`config.mk`:
```
export PLATFORM = sky130hd
export DESIGN_NAME = pipe_stage_reg
export DESIGN_NICKNAME = d
export VERILOG_FILES = /design/src/rtl/pipe_pkg.sv /design/src/rtl/pipe_sat_counter.sv /design/src/rtl/pipe_stage_reg.sv
export SDC_FILE = /design/constraint.sdc
export NUM_CORES = 1
export LEC_CHECK = 0
export BUFFER_PORTS_ARGS = -buffer_cell sky130_fd_sc_hd__buf_2
export CORE_MARGIN = 4
export CORE_UTILIZATION = 38
export CTS_CLUSTER_DIAMETER = 150
export DETAILED_ROUTE_END_ITERATION = 12
export GPL_ROUTABILITY_DRIVEN = 0
export PLACE_DENSITY = 0.72
export SKIP_LAST_GASP = 1
export SYNTH_ARGS = -nofsm -noshare
export SYNTH_HDL_FRONTEND = slang
export SYNTH_SLANG_ARGS = --single-unit
```
`constraint.sdc`:
```
create_clock -name Clk -period 4.25 [get_ports Clk]
set_input_delay 0.85 -clock Clk [delete_from_list [all_inputs] [get_ports Clk]]
set_output_delay 0.85 -clock Clk [all_outputs]
set_load 0.1 [all_outputs]
```
`src/rtl/pipe_pkg.sv`:
```
// Shared types and default widths for the pipeline stage register.
package pipe_pkg;

  typedef enum logic [1:0] {
    EMPTY = 2'd0,
    FULL  = 2'd1,
    SKID  = 2'd2
  } pipe_state_e;

  // Defaults match the ID/EX field set.
  localparam int WB_W_DEF     = 4;
  localparam int MEM_W_DEF    = 5;
  localparam int EX_W_DEF     = 9;
  localparam int DATA_W_DEF   = 32;
  localparam int NUM_DATA_DEF = 5;
  localparam int REG_W_DEF    = 5;
  localparam int NUM_REG_DEF  = 2;
  localparam int CNT_W_DEF    = 16;

endpackage

```
`src/rtl/pipe_sat_counter.sv`:
```
// Saturating up-counter with synchronous clear; clear wins over increment.
module pipe_sat_counter
  import pipe_pkg::*;
#(
  parameter int CNT_W = CNT_W_DEF
) (
  input  logic             Clk,
  input  logic             Reset,
  input  logic             inc,
  input  logic             clr,
  output logic [CNT_W-1:0] cnt
);

  always_ff @(posedge Clk) begin
    if (Reset) begin
      cnt <= '0;
    end else if (clr) begin
      cnt <= '0;
    end else if (inc && (cnt != '1)) begin
      cnt <= cnt + CNT_W'(1);
    end
  end

endmodule

```
`src/rtl/pipe_stage_reg.sv`:
```
// Two-entry skid-buffered pipeline stage register with flush and a
// downstream-stall counter.
//
// state | meaning
// EMPTY | nothing held; outputs show a bubble
// FULL  | MAIN holds the bundle presented downstream
// SKID  | MAIN and SKID both hold bundles; upstream is back-pressured
module pipe_stage_reg
  import pipe_pkg::*;
#(
  parameter int WB_W     = WB_W_DEF,
  parameter int MEM_W    = MEM_W_DEF,
  parameter int EX_W     = EX_W_DEF,
  parameter int DATA_W   = DATA_W_DEF,
  parameter int NUM_DATA = NUM_DATA_DEF,
  parameter int REG_W    = REG_W_DEF,
  parameter int NUM_REG  = NUM_REG_DEF,
  parameter int CNT_W    = CNT_W_DEF
) (
  input  logic                        Clk,
  input  logic                        Reset,
  input  logic                        in_valid,
  output logic                        in_ready,
  input  logic [WB_W-1:0]             in_wb_ctrl,
  input  logic [MEM_W-1:0]            in_mem_ctrl,
  input  logic [EX_W-1:0]             in_ex_ctrl,
  input  logic [NUM_DATA*DATA_W-1:0]  in_data,
  input  logic [NUM_REG*REG_W-1:0]    in_reg,
  input  logic                        flush,
  output logic                        out_valid,
  input  logic                        out_ready,
  output logic [WB_W-1:0]             out_wb_ctrl,
  output logic [MEM_W-1:0]            out_mem_ctrl,
  output logic [EX_W-1:0]             out_ex_ctrl,
  output logic [NUM_DATA*DATA_W-1:0]  out_data,
  output logic [NUM_REG*REG_W-1:0]    out_reg,
  input  logic                        stat_clr,
  output logic [CNT_W-1:0]            stall_cnt
);

  localparam int D_W   = NUM_DATA * DATA_W;
  localparam int R_W   = NUM_REG * REG_W;
  localparam int EX_LO = R_W + D_W;
  localparam int MEM_LO = EX_LO + EX_W;
  localparam int WB_LO = MEM_LO + MEM_W;
  localparam int BW    = WB_LO + WB_W;

  pipe_state_e   state;
  logic [BW-1:0] main_q;
  logic [BW-1:0] skid_q;
  logic [BW-1:0] in_bundle;
  logic          accept;
  logic          drain;

  assign in_bundle = {in_wb_ctrl, in_mem_ctrl, in_ex_ctrl, in_data, in_reg};

  // Handshake outputs depend on state only, so out_ready never reaches in_ready.
  assign in_ready  = (state != SKID);
  assign out_valid = (state != EMPTY);
  assign accept    = in_valid && in_ready;
  assign drain     = out_valid && out_ready;

  always_ff @(posedge Clk) begin
    if (Reset) begin
      state  <= EMPTY;
      main_q <= '0;
      skid_q <= '0;
    end else if (flush) begin
      state <= EMPTY;
    end else begin
      case (state)
        EMPTY: begin
          if (accept) begin
            main_q <= in_bundle;
            state  <= FULL;
          end
        end
        FULL: begin
          if (accept && !drain) begin
            skid_q <= in_bundle;
            state  <= SKID;
          end else if (accept && drain) begin
            main_q <= in_bundle;
          end else if (drain) begin
            state <= EMPTY;
          end
        end
        SKID: begin
          if (drain) begin
            main_q <= skid_q;
            state  <= FULL;
          end
        end
        default: state <= EMPTY;
      endcase
    end
  end

  // Control fields read as a bubble when nothing is valid; payload keeps last MAIN.
  assign out_wb_ctrl  = out_valid ? main_q[WB_LO +: WB_W]   : '0;
  assign out_mem_ctrl = out_valid ? main_q[MEM_LO +: MEM_W] : '0;
  assign out_ex_ctrl  = out_valid ? main_q[EX_LO +: EX_W]   : '0;
  assign out_data     = main_q[R_W +: D_W];
  assign out_reg      = main_q[R_W-1:0];

  pipe_sat_counter #(
    .CNT_W(CNT_W)
  ) u_stall_cnt (
    .Clk   (Clk),
    .Reset (Reset),
    .inc   (out_valid && !out_ready),
    .clr   (stat_clr),
    .cnt   (stall_cnt)
  );

endmodule

```
==> results of run 1 <==
-- final timing paths --
kind,startpoint,endpoint,slack [ns],cells past startpoint
worst max-delay path,state[1]$_SDFFE_PP0P_,out_wb_ctrl[1],1.17,4
worst min-delay path,skid_q[65]$_SDFFE_PP0P_,skid_q[65]$_SDFFE_PP0P_,0.45,2
worst max register to register,state[1]$_SDFFE_PP0P_,skid_q[68]$_SDFFE_PP0P_,2.07,5
worst min register to register,skid_q[65]$_SDFFE_PP0P_,skid_q[65]$_SDFFE_PP0P_,0.45,2
-- through the flow --
step / setup WS (ns) / power [mW]
2_1_floorplan: 1.25 / 5.45
6_report: 1.17 / 9.25
3_5_place_dp: 1.58 / 5.65
5_1_grt: 1.08 / 9.63
3_3_place_gp: 1.62 / 5.63
4_1_cts: 1.17 / 9.37
-- registers in the layout, summed over array words and instances (netlist names) --
signal,flops
u_stall_cnt.cnt,16
skid_q,188
state,2
main_q,188
-- cell type report --
type	instances	area, µm²	share of cell area, %
Sequential cell	394	7890	39.5
Timing Repair Buffer	417	2270	11.3
Multi-Input combinational cell	1246	7620	38.2
Tap cell	600	751	3.76
Clock inverter	7	67.6	0.338
Antenna cell	12	30.0	0.150
Inverter	5	26.3	0.132
Clock buffer	69	1330	6.64
-- worst max-delay path, delay by kind of cell, from the launching register on --
kind / cells / cell delay (ns)
buffers and inverters: 2 / 0.72
DFF: 1 / 0.51
and+or+nand+nor: 2 / 0.45
-- cells by family after synthesis --
| logic type | Yosys count | synth area share [%] |
|---|---|---|
| AOI/OAI and AO/OA | 596 | 21.3 |
| muxes | 192 | 10.9 |
| DFF | 394 | 44.6 |
| and+or+nand+nor | 457 | 10.8 |
| buffers and inverters | 366 | 12.5 |
| adders and majority gates | 1 | 0.0707 |
-- power groups by stage --
stage / registers, mW / logic [mW] / clock network, mW
finish: 3.92 / 1.65 / 3.68
CTS: 3.92 / 1.66 / 3.80
floorplan: 3.97 / 1.47 / 0
global placement: 3.99 / 1.63 / 0
global route: 3.93 / 1.74 / 3.95
detailed placement: 4.00 / 1.66 / 0
-- metal layers --
metal / up-vias / global-route usage, % / part of all wire (%)
met3: 101 / 6.63 / 9.2
met4: 14 / 6.44 / 3.0
met5: - / 0 / 0.19
met2: 498 / 28.6 / 46
met1: 6924 / 22.5 / 42
li1: 7221 / - / -
-- synthesized netlist by cell type, types with 2 or more instances --
master / number / share of area, %
o41ai_1: 3 / 0.15
and3_1: 2 / 0.071
buf_6: 11 / 0.70
nand3b_1: 2 / 0.085
nor3_1: 3 / 0.085
dfxtp_1: 394 / 45
a31o_2: 2 / 0.099
mux2i_1: 192 / 11
o311ai_0: 4 / 0.20
o21a_1: 2 / 0.085
nand3_1: 5 / 0.14
and4_1: 4 / 0.20
a311oi_1: 188 / 9.3
nor4_1: 2 / 0.071
nand4_2: 2 / 0.14
nor2b_1: 19 / 0.67
buf_2: 48 / 1.4
clkbuf_1: 110 / 2.3
o21ai_0: 3 / 0.085
or3_1: 7 / 0.25
nand4_1: 7 / 0.25
a21oi_1: 385 / 11
buf_1: 6 / 0.13
o31ai_1: 2 / 0.085
nand2_1: 389 / 8.2
inv_1: 4 / 0.085
nor2_1: 7 / 0.15
buf_4: 185 / 7.8
==> results.toml, run 1 <==
[clock_network]
cts_buffers = 44
cts_resized = 0
cts_tree = "done"
cts_htree_levels = 2
path_clk_slew_ns = 0.06
clockBufferDepth = 3
cts_hold_buffers = 0
cts_sinks = 394
cts_setup_buffers = 0
root_buffer = "clkbuf_16"
clk-insertion-delay-late_ns = 0.54

[worst_hold_path]
worstHoldPathType = "flip-flop to flip-flop"

[timing]
skew_ns = 0.0140
fin_crit_sh_pct = 72.5
relSlewSlack_pct = 21.7
drv_slew = 0
rsz0062_at_grt = "false"
hold_viol_final = 0
fin_hold_ws_ns = 0.451
fin_setup_tns_ns = 0
fmax_ghz = 0.324
tightest_slew_ns = 1.17
min_period_ns = 3.08
setup_viol_count_final = 0

[synthesis]
syn_nets = 2201
syn-instance-count = 2006
synth_warnings = 0
synth-seq-area-share_pct = 44.6
syn_avg_cell_area_um2 = 8.83
ys.flop_type = "dfxtp_1"
syn_area_um2 = 17700
synth_edf_count = 0
synth_cell_types = 46
synth_seq_cells = 394
ys_async_sr_fraction_pct = 0

[die]
core_region_area_um2 = 45700
die_height_um = 224
die_area_um2 = 50100
floorplan.initialDensity_pct = 38.8
ios = 400
num_rows = 78
die_w_um = 224

[layout]
area_growth_pct = 12.9
final_area_um2 = 20000
layoutNonFillerInstCount = 2750
layout-drive-gt1-share_pct = 23.0
final_cell_mix = "buf_2 (398), dfxtp_1 (394), nand2_1 (389), a21oi_1 (385), mux2i_1 (192)"
n_fill_cell = 4483
final_util_pct = 43.7
final_common_cell = "buf_2"
nNetsFinal = 2303

[global_route]
grtUsageTotal_pct = 18.0
grt_max_degree = 163
grt-ovfl-total = 0
antenna_found_initial = 19
grt_pass1_vias = 14100
grt_first_pass_wirelength_um = 75700

[power_and_ir_drop]
combPwrFrac_pct = 17.9
p_sw_mw = 2.89
seqPwrFrac_pct = 42.4
p_clk_share_pct = 39.8
p_per_area_nw_per_um2 = 463
leakage_nw = 8.79
sw_frac_of_total_pct = 31.2
internal-power_mw = 6.37
ir_drop_mv = 0.357

[drt]
ant_nets = 0
drtIter0Drc = 1076
wl_per_cell_um = 17.3
vias_per_cell = 5.37
totalWireLength_um = 47600
route.detailed.drc = 0
dr.pass1.iters = 5
vias = 14800

[critical_path]
path_cells = "nor2_1 > buf_4 > nor2b_1 > buf_2"
cp-start-kind = "flip-flop"
crit_type = "flip-flop to output pin"
required_ns = 3.40
slowest_stage = "dfxtp_1"
cp_slowest_stage_delay_ns = 0.51
cp.arrival_ns = 2.23
cp_max_fo = 12
cp-end-kind = "output pin"

[run_status]
outcome = "completed"

[place]
dp_cells = 2662
placed_area_um2 = 18600
dp_hpwl_um = 29900
numPortBuffers = 399

[run]
drv_cap = 0
No activity file was read; power rests on OpenSTA's default activity.
==> inputs of run 2 (changes only) <==
clock period = 3.19 ns   (was 4.25 ns; I/O delays follow)
==> run 2 against run 1 <==
Clock skew shrank 0.0054 ns. Non-clock buffer count rose by 1. Critical path type unchanged. Register-to-register slack got worse by 0.99 ns. Clock-buffer cell count down 10. Worst setup slack worse by 0.73 ns. Largest cell class unchanged. Sequential power is 33% higher.
==> results.toml, run 2 (synthesis results as in run 1) <==
[run_status]
outcome = "completed"

[critical_path]
required_ns = 2.55
cp.arrival_ns = 2.12
crit_type = "flip-flop to output pin"
cp-end-kind = "output pin"
cp-start-kind = "flip-flop"
cp_max_fo = 19
cp_slowest_stage_delay_ns = 0.52
critPathTopFamily = "buffers and inverters"
slowest_stage = "dfxtp_1"
cp_num_buf_inv = 2
path_cells = "nor2_1 > buf_4 > nor2b_1 > buf_2"
ff2ff_setup_slack_ns = 1.08

[place]
numPortBuffers = 399
dp_hpwl_um = 29900
dp_slack_ns = 0.805

[drt]
vias = 14700
totalWireLength_um = 47400
route.detailed.drc = 0
drtIter0Drc = 1114
vias_per_cell = 5.37
dr.pass1.iters = 5
wl_per_cell_um = 17.2
ant_nets = 0

[timing]
fin_crit_sh_pct = 86.3
rsz0062_at_grt = "false"
setup_viol_count_final = 0
skew_ns = 0.00858
min_period_ns = 2.75
drv_slew = 0
fin_setup_tns_ns = 0
fmax_ghz = 0.363
tightest_slew_ns = 0.968
relSlewSlack_pct = 35.5
setup_ws_ns = 0.437
hold_viol_final = 0

[global_route]
grt-ovfl-total = 0
grt_use_met1_pct = 23.0
met3_usage_pct = 5.32
grt_pass1_vias = 13700
antenna_found_initial = 12
grtUsageTotal_pct = 17.5
grt_busiest_layer = "met2"
met2_usage_pct = 27.7
grt_first_pass_wirelength_um = 74100
grt_max_degree = 137

[run]
drv_cap = 0

[clock_network]
cts_setup_buffers = 0
clk-insertion-delay-late_ns = 0.54
cts_resized = 0
root_buffer = "clkbuf_16"
cts_htree_levels = 2
clockBufferDepth = 3
cts_tree = "done"
cts_sinks = 394
cts_buffers = 44
cts_hold_buffers = 0
path_clk_slew_ns = 0.06

[worst_hold_path]
worstHoldPathType = "input port to flip-flop"

[power_and_ir_drop]
ir_drop_mv = 0.455
leakage_nw = 8.86
p_per_area_nw_per_um2 = 634
power.total_mw = 12.7

[layout]
final_common_cell = "buf_2"
nNetsFinal = 2304
reg_top3 = "main_q (188), skid_q (188), u_stall_cnt.cnt (16)"
layout-drive-gt1-share_pct = 23.4
n_fill_cell = 4366
multi_input_area_um2 = 7620
area_growth_pct = 13.6
final_cell_mix = "buf_2 (398), dfxtp_1 (394), nand2_1 (389), a21oi_1 (385), mux2i_1 (192)"
regArea_um2 = 7890

[die]
core_region_area_um2 = 45700
floorplan.initialDensity_pct = 38.8
die_w_um = 224
ios = 400
die_height_um = 224
num_rows = 78
die_area_um2 = 50100
==> run 2: cell types whose count changed in the layout (fill, tap and decap cells not counted), moves of 2 or more <==
| cell | change |
|---|---|
| clkinv_2 | +3 |
| bufinv_16 | +6 |
| clkbuf_1 | -6 |
| diode_2 | -5 |
| clkinvlp_4 | +2 |
| clkbuf_8 | -4 |
==> run 2: cell type report <==
| type | instances | share of cell area [%] |
|---|---|---|
| diodes | 7 | 0.0871 |
| clock buffers | 59 | 6.21 |
| well taps | 600 | 3.73 |
| flip-flops and latches | 394 | 39.2 |
| multi-input cells | 1246 | 37.9 |
| clock inverters | 18 | 1.38 |
| repair buffers | 418 | 11.4 |
| inverters | 5 | 0.131 |
==> run 2: report_power, final <==
| group | internal, mW | total [mW] | switching [mW] |
|---|---|---|---|
| Clock | 3.31 | 5.33 | 2.02 |
| Sequential | 5.12 | 5.22 | 0.104 |
| Combinational | 0.441 | 2.20 | 1.76 |
==> run 2: worst register-to-register path, delay by kind of cell (launching register included) <==
kind | cells | cell delay [ns]
muxes | 1 | 0.39
and+or+nand+nor | 1 | 0.38
buffers and inverters | 1 | 0.61
AOI/OAI and AO/OA | 1 | 0.13
DFF | 1 | 0.45
==> run 2: path summary, 6_finish.rpt <==
path | start | end | cells past startpoint
setup / recovery | state[1]$_SDFFE_PP0P_ | out_ex_ctrl[5] | 4
hold / removal | in_data[5] | skid_q[15]$_SDFFE_PP0P_ | 3
setup reg to reg | state[0]$_SDFFE_PP0P_ | main_q[131]$_SDFFE_PP0P_ | 4
hold reg to reg | skid_q[148]$_SDFFE_PP0P_ | skid_q[148]$_SDFFE_PP0P_ | 2
==> run 2: through the flow <==
stage                     std cells  hold slack [ns]  utilization [%]  cell area, µm²
final                          2747            0.334             44.1           20100
after CTS                      2740            0.288             44.0           20100
after global placement         2663            0.440             40.7           18600
after floorplan                2006            0.436                -           17700
after detailed placement       2663            0.446             40.7           18600
after global routing           2746            0.312             44.0           20100
==> run 2: routing by layer <==
| metal | vias to the layer above | part of all wire [%] |
|---|---|---|
| met5 | - | 0.15 |
| met2 | 477 | 46 |
| met4 | 10 | 2.4 |
| met3 | 79 | 8.2 |
| met1 | 6967 | 43 |
| li1 | 7209 | - |
